**config.mk**
```make
export PLATFORM = sky130hd
export DESIGN_NAME = x_metadata_loader
export DESIGN_NICKNAME = d
export VERILOG_FILES = /design/src/rtl/accelerator_package.sv /design/src/rtl/meta_chunk_assembler.sv /design/src/rtl/x_metadata_loader.sv
export SDC_FILE = /design/constraint.sdc
export NUM_CORES = 2
export LEC_CHECK = 0
export ABC_AREA = 1
export CORE_AREA = 2 2 318 320
export CTS_CLUSTER_DIAMETER = 50
export DETAILED_ROUTE_END_ITERATION = 8
export DIE_AREA = 0 0 320 322
export PLACE_DENSITY = 0.75
export SLEW_MARGIN = 40
export SYNTH_ARGS = -nofsm -noshare
export SYNTH_HDL_FRONTEND = slang
export SYNTH_HIERARCHICAL = 1
export SYNTH_SLANG_ARGS = --single-unit
```
**constraint.sdc**
```tcl
create_clock -name clk_i -period 23.6 [get_ports clk_i]
set_input_delay 3.54 -clock clk_i [delete_from_list [all_inputs] [get_ports clk_i]]
set_output_delay 3.54 -clock clk_i [all_outputs]
set_load 0.02 [all_outputs]
```
**src/rtl/accelerator_package.sv**
```systemverilog
// Shared types for the accelerator: X-metadata parameters, streamer control word
// and the X-metadata loader state encoding.
package accelerator_package;

    typedef struct packed {
        logic [31:0] base_address;
        logic [15:0] n_chunks;
        logic [15:0] last_chunk_bits;
    } X_meta_param_t;

    typedef struct packed {
        logic        req_start;
        logic [31:0] base_addr;
        logic [31:0] tot_len;
        logic [31:0] d0_len;
        logic [31:0] d0_stride;
    } hci_streamer_ctrl_t;

    typedef enum logic [1:0] {
        XM_IDLE,
        XM_ISSUE,
        XM_FILL,
        XM_FULL
    } x_meta_state_e;

endpackage

```
**src/rtl/meta_chunk_assembler.sv**
```systemverilog
// Assembles streamer beats into one metadata chunk, zeroing bits beyond the
// valid length of the last chunk; done_o flags the beat that completes the chunk.
module meta_chunk_assembler #(
    parameter int META_CHUNK_SIZE = 512,
    parameter int MEM_BUS_WIDTH   = 32
) (
    input  logic                       clk_i,
    input  logic                       rst_i,
    input  logic                       clear_i,
    input  logic                       en_i,
    input  logic                       data_valid_i,
    input  logic [MEM_BUS_WIDTH-1:0]   data_i,
    input  logic                       mask_en_i,
    input  logic [15:0]                last_bits_i,
    output logic [META_CHUNK_SIZE-1:0] fill_o,
    output logic                       done_o
);
    localparam int BEATS = META_CHUNK_SIZE / MEM_BUS_WIDTH;
    localparam int CNT_W = (BEATS > 1) ? $clog2(BEATS) : 1;

    logic [CNT_W-1:0]           beat_cnt_q;
    logic                       beat_fire;
    logic [MEM_BUS_WIDTH-1:0]   beat_masked;
    logic [META_CHUNK_SIZE-1:0] fill_q;

    // last_bits == 0 encodes a full last chunk, so nothing is masked then
    function automatic logic [MEM_BUS_WIDTH-1:0] mask_beat(
        input logic [MEM_BUS_WIDTH-1:0] data,
        input logic [CNT_W-1:0]         cnt,
        input logic                     en,
        input logic [15:0]              last_bits
    );
        logic [MEM_BUS_WIDTH-1:0] m;
        logic [31:0]              idx;
        m = data;
        for (int k = 0; k < MEM_BUS_WIDTH; k++) begin
            idx = 32'(cnt) * 32'(MEM_BUS_WIDTH) + 32'(k);
            if (en && (last_bits != 16'd0) && (idx >= {16'd0, last_bits})) begin
                m[k] = 1'b0;
            end
        end
        return m;
    endfunction

    assign beat_fire   = en_i & data_valid_i;
    assign done_o      = beat_fire && (beat_cnt_q == CNT_W'(BEATS - 1));
    assign beat_masked = mask_beat(data_i, beat_cnt_q, mask_en_i, last_bits_i);
    assign fill_o      = fill_q;

    always_ff @(posedge clk_i or posedge rst_i) begin
        if (rst_i) begin
            beat_cnt_q <= '0;
        end else if (clear_i) begin
            beat_cnt_q <= '0;
        end else if (beat_fire) begin
            beat_cnt_q <= done_o ? '0 : beat_cnt_q + 1'b1;
        end
    end

    // Every bit is rewritten before the chunk is handed over, so no reset needed
    always_ff @(posedge clk_i) begin
        if (beat_fire) begin
            fill_q[int'(beat_cnt_q)*MEM_BUS_WIDTH +: MEM_BUS_WIDTH] <= beat_masked;
        end
    end

endmodule

```
**src/rtl/x_metadata_loader.sv**
```systemverilog
// Fetches X-row bitmap chunks through an HCI streamer and hands them to Y_data_scheduler.
// Optional X_METADATA_PREFETCH_EN: each accept immediately starts fetching the next chunk.
module x_metadata_loader
    import accelerator_package::*;
#(
    parameter int META_CHUNK_SIZE = 512,
    parameter int MEM_BUS_WIDTH   = 32
) (
    input  logic                       clk_i,
    input  logic                       rst_i,
    input  logic                       clear_i,
    input  X_meta_param_t              params_i,
    input  logic                       meta_req_i,
    output logic                       meta_pending_o,
    output logic [META_CHUNK_SIZE-1:0] metadata_o,
    output hci_streamer_ctrl_t         config_o,
    input  logic [MEM_BUS_WIDTH-1:0]   data_i,
    input  logic                       data_valid_i,
    output logic                       data_ready_o
);
    localparam int BEATS       = META_CHUNK_SIZE / MEM_BUS_WIDTH;
    localparam int CHUNK_BYTES = META_CHUNK_SIZE / 8;

    x_meta_state_e              state_q;
    logic [15:0]                chunk_q;
    logic [15:0]                chunk_next;
    logic                       fresh_q;
    logic                       is_last;
    logic                       accept;
    logic                       fill_done;
    logic [META_CHUNK_SIZE-1:0] fill;

    function automatic hci_streamer_ctrl_t issue_cfg(input logic [31:0] base,
                                                     input logic [15:0] idx);
        hci_streamer_ctrl_t c;
        c.req_start = 1'b1;
        c.base_addr = base + 32'(idx) * 32'(CHUNK_BYTES);
        c.tot_len   = 32'(BEATS);
        c.d0_len    = 32'(BEATS);
        c.d0_stride = 32'(MEM_BUS_WIDTH / 8);
        return c;
    endfunction

    assign is_last    = (chunk_q == params_i.n_chunks - 16'd1);
    assign chunk_next = is_last ? 16'd0 : chunk_q + 16'd1;
    assign accept     = meta_req_i & fresh_q;

    meta_chunk_assembler #(
        .META_CHUNK_SIZE(META_CHUNK_SIZE),
        .MEM_BUS_WIDTH  (MEM_BUS_WIDTH)
    ) u_assembler (
        .clk_i       (clk_i),
        .rst_i       (rst_i),
        .clear_i     (clear_i),
        .en_i        (data_ready_o),
        .data_valid_i(data_valid_i),
        .data_i      (data_i),
        .mask_en_i   (is_last),
        .last_bits_i (params_i.last_chunk_bits),
        .fill_o      (fill),
        .done_o      (fill_done)
    );

    always_ff @(posedge clk_i or posedge rst_i) begin
        if (rst_i) begin
            state_q        <= XM_IDLE;
            chunk_q        <= '0;
            fresh_q        <= 1'b0;
            metadata_o     <= '0;
            config_o       <= '0;
            data_ready_o   <= 1'b0;
            meta_pending_o <= 1'b1;
        end else if (clear_i) begin
            state_q        <= XM_IDLE;
            chunk_q        <= '0;
            fresh_q        <= 1'b0;
            metadata_o     <= '0;
            config_o       <= '0;
            data_ready_o   <= 1'b0;
            meta_pending_o <= 1'b1;
        end else begin
            config_o.req_start <= 1'b0;
            if (accept) begin
                metadata_o     <= fill;
                fresh_q        <= 1'b0;
                meta_pending_o <= 1'b1;
                chunk_q        <= chunk_next;
            end
            case (state_q)
                XM_IDLE: begin
                    if (!fresh_q && meta_req_i && (params_i.n_chunks != 16'd0)) begin
                        state_q  <= XM_ISSUE;
                        config_o <= issue_cfg(params_i.base_address, chunk_q);
                    end
                end
                XM_ISSUE: begin
                    state_q      <= XM_FILL;
                    data_ready_o <= 1'b1;
                end
                XM_FILL: begin
                    if (fill_done) begin
                        state_q        <= XM_FULL;
                        fresh_q        <= 1'b1;
                        meta_pending_o <= 1'b0;
                        data_ready_o   <= 1'b0;
                    end
                end
                XM_FULL: begin
                    if (accept) begin
`ifdef X_METADATA_PREFETCH_EN
                        state_q  <= XM_ISSUE;
                        config_o <= issue_cfg(params_i.base_address, chunk_next);
`else
                        state_q  <= XM_IDLE;
`endif
                    end
                end
                default: state_q <= XM_IDLE;
            endcase
        end
    end

endmodule

```
==> out/metrics.cfg <==
[yosys]
synth_edf_count=512
synth_area_leaders=edfxtp_1 (35%), dfrtp_1 (32%), a22o_1 (10%), nor2_1 (4.9%), nand2_1 (3.5%)
async_reset_ff_share_pct=52.7
synth_warnings=6
synth_area_um2=44600
yosysSeqAreaShare_pct=66.6
ys.flop_type=dfrtp_1
synth_largest_area_cell=edfxtp_1
synth.distinct_cells=53
netlist_instances=3666
synth_top_area_share_pct=34.5
avgSynthCellArea_um2=12.2
synth-seq-cells=1083

[final_layout]
seq_area_um2=29700
multi_input_area_um2=13100
layout-drive-gt1-share_pct=10.5
final_nets=4376
areaGrowthSynthToFinish_pct=26.5
final.fill_count=8046

[clocking]
htreeDepth=3
cts-root-buf=clkbuf_16
clkLatencyLatePin_ps=730
clkTransAtPathRegs_ps=60
cts_resized=0
cts_tree=done
clockBufferDepth=3
cts_setup_buffers=0
cts_buffers=117
cts_sinks=1083
holdBufCountCts=0

[placement]
place_congestion=0.920
io_buffers=650
place.detailed.hpwl_mm=108

[power]
combinationalPowerShare_pct=10.2
p_clk_share_pct=43.4
p_leak_nw=22.1
p_int_w=0.00317
power_frac_seq_pct=46.4
sw_frac_of_total_pct=26.8
power_switching_w=0.00116
ir_worst_vdd_v=0.0000578
power_density_nw_per_um2=76.8

[critical_path]
cpMostUsedCell=nand2_1
crit_fanout=28
start_kind=input pin
crit_path_cell_trace=clkdlybuf4s50_1, inv_1, ha_1, nand2_1, inv_1, nand2_1, nand3_1, nor4_1, nand3_1, nor2_1, nand2_4, inv_6, nand2_1, nand3_1, nor2_1, buf_4, nand2_1, nor2_1
cp.arrival_ps=7120
worst_ep_required_time_ps=24020
cp_slowest_cell=clkdlybuf4s50_1
endpoint_kind=flop
path_class=in2reg
worst-path-stages=18
path_delay_family=simple AND/OR/NAND/NOR gates
r2r_cells=8
worst-path-buf-inv=5
slowest_delay_ps=490

[floorplan]
dieArea_um2=103000
die_y_um=322
die_w_um=320
io_pins=744
fp-row-count=116
start_util_pct=44.7
core_um2=99600

[timing]
relSlewSlack_pct=37.7
setup_viol=0
worstMarginPinSlew_ps=931
skew_ps=56.0
setup_tns_ps=0
finalHoldViolCount=0
rsz0062_at_grt=false
finalHoldWorstSlack_ps=465
min_period_ps=6700
clock.fmax_mhz=149
fin_crit_sh_pct=28.4
slew_viol_final=0

[route]
topRoutingLayerUsed=met5
wire_per_inst_um=28.0
route.met3.wl_mm=15.4
drtIter0Drc=3946
met1_length_mm=62.7
viasPerCell=5.81
drc_errors=0
ant_nets=0
finalWirelength_mm=158
vias=32900
drt_first_pass_iters=6
met2_length_mm=69.9

[grt]
grt-ovfl-total=0
grt_pass1_wl_mm=225
grt_pass1_vias=31500
grt_antenna_before_repair=8
grt_use_total_pct=30.2
grt_max_degree=141

[worst_hold_path]
hold_depth=1
hold_class=reg2reg

[job]
cap_violations=0

[outcome]
outcome=finished, final reports clean

cell type report:
| class | count | share of cell area, % |
|---|---|---|
| tap | 1298 | 2.88 |
| clock inverter | 60 | 1.24 |
| sequential | 1083 | 52.6 |
| timing repair buffer | 714 | 13.2 |
| clock buffer | 163 | 5.87 |
| inverter | 114 | 0.808 |
| multi-input combinational | 2213 | 23.3 |
| antenna | 7 | 0.0311 |
stage by stage:
step | utilization [%] | worst slack (ps) | total power (W) | cell area (µm²) | cells
after floorplan | - | 4200 | 0.00231 | 44900 | 3758
after global placement | 51.9 | 15610 | 0.00247 | 51700 | 5398
after detailed placement | 52.5 | 15760 | 0.00248 | 52200 | 5419
after CTS | 56.5 | 16530 | 0.00434 | 56200 | 5642
after global routing | 56.6 | 16760 | 0.00445 | 56300 | 5649
final | 56.6 | 16900 | 0.00433 | 56400 | 5652
power by group through the flow:
stage               sequential [W]  combinational, W  clock (W)
floorplan                  0.00205          0.000259          0
global placement           0.00205          0.000427          0
detailed placement         0.00205          0.000433          0
CTS                        0.00201          0.000435    0.00189
global route               0.00201          0.000463    0.00197
finish                     0.00201          0.000441    0.00188
flip-flops by register name, summed over array words and instances (netlist names):
signal and count:
chunk_q 16, config_o 34, data_ready_o 1, fresh_q 1
meta_pending_o 1, metadata_o 512, state_q 2, u_assembler/beat_cnt_q 4
u_assembler/fill_o 512
worst paths after layout:
path / slack [ps] / start / to
min: 460 / u_assembler/fill_o[363]$_DFFE_PP_ / metadata_o[363]$_DFFE_PP0P_
max in group asynchronous: 18180 / rst_i / metadata_o[387]$_DFFE_PP0P_
max: 16900 / params_i[16] / u_assembler/fill_o[172]$_DFFE_PP_
min in group asynchronous: 3420 / rst_i / u_assembler/beat_cnt_q[2]$_DFFE_PP0P_
min reg2reg: 460 / u_assembler/fill_o[363]$_DFFE_PP_ / metadata_o[363]$_DFFE_PP0P_
max reg2reg: 19270 / u_assembler/beat_cnt_q[0]$_DFFE_PP0P_ / u_assembler/fill_o[220]$_DFFE_PP_
kinds of logic after synthesis:
logic type      synth area share [%]
fa+ha+maj                      0.916
xor+xnor                       0.649
buf+inv                         5.17
compound gates                  11.5
flops                           66.6
other cells                  0.00842
simple gates                    15.2
Yosys cell counts (2+ instances only):
library cell / instances
buf_1: 30
buf_2: 106
nand2_4: 5
ha_1: 31
o21ai_1: 12
nand3_2: 18
dfrtp_1: 570
o22ai_1: 2
buf_12: 2
nor2_1: 585
o21bai_1: 4
buf_4: 99
inv_2: 12
nand2_2: 24
nand2_1: 419
o21ai_2: 10
o31ai_1: 2
nor3_1: 24
nand3_1: 200
a21oi_1: 24
a22o_1: 520
xnor2_1: 10
xor2_1: 23
buf_6: 2
o21ai_0: 38
clkbuf_1: 107
nor4_1: 28
nor2_2: 26
nand4_1: 30
nand3_4: 19
inv_1: 100
nor3_2: 20
edfxtp_1: 512
nor2_4: 31
nand3b_1: 3
placed cells by master, fill, tap and decap left out, drive strengths merged, types with 25 or more instances in the layout:
| master | instances |
|---|---|
| ha | 31 |
| clkdlybuf4s50 | 650 |
| inv | 127 |
| clkbuf | 164 |
| nor4 | 29 |
| a21oi | 25 |
| nor3 | 44 |
| nand4 | 31 |
| dfrtp | 570 |
| clkinv | 32 |
| buf | 63 |
| o21ai | 60 |
| nand2 | 448 |
| nor2 | 643 |
| conb | 93 |
| a22o | 520 |
| edfxtp | 512 |
| nand3 | 237 |
layer usage:
metal | track usage, % | up-vias
li1 | - | 14000
met1 | 41.0 | 16500
met2 | 44.6 | 1992
met3 | 6.89 | 357
met4 | 17.3 | 6
met5 | 0 | -
(Power assumes the default switching activity.)
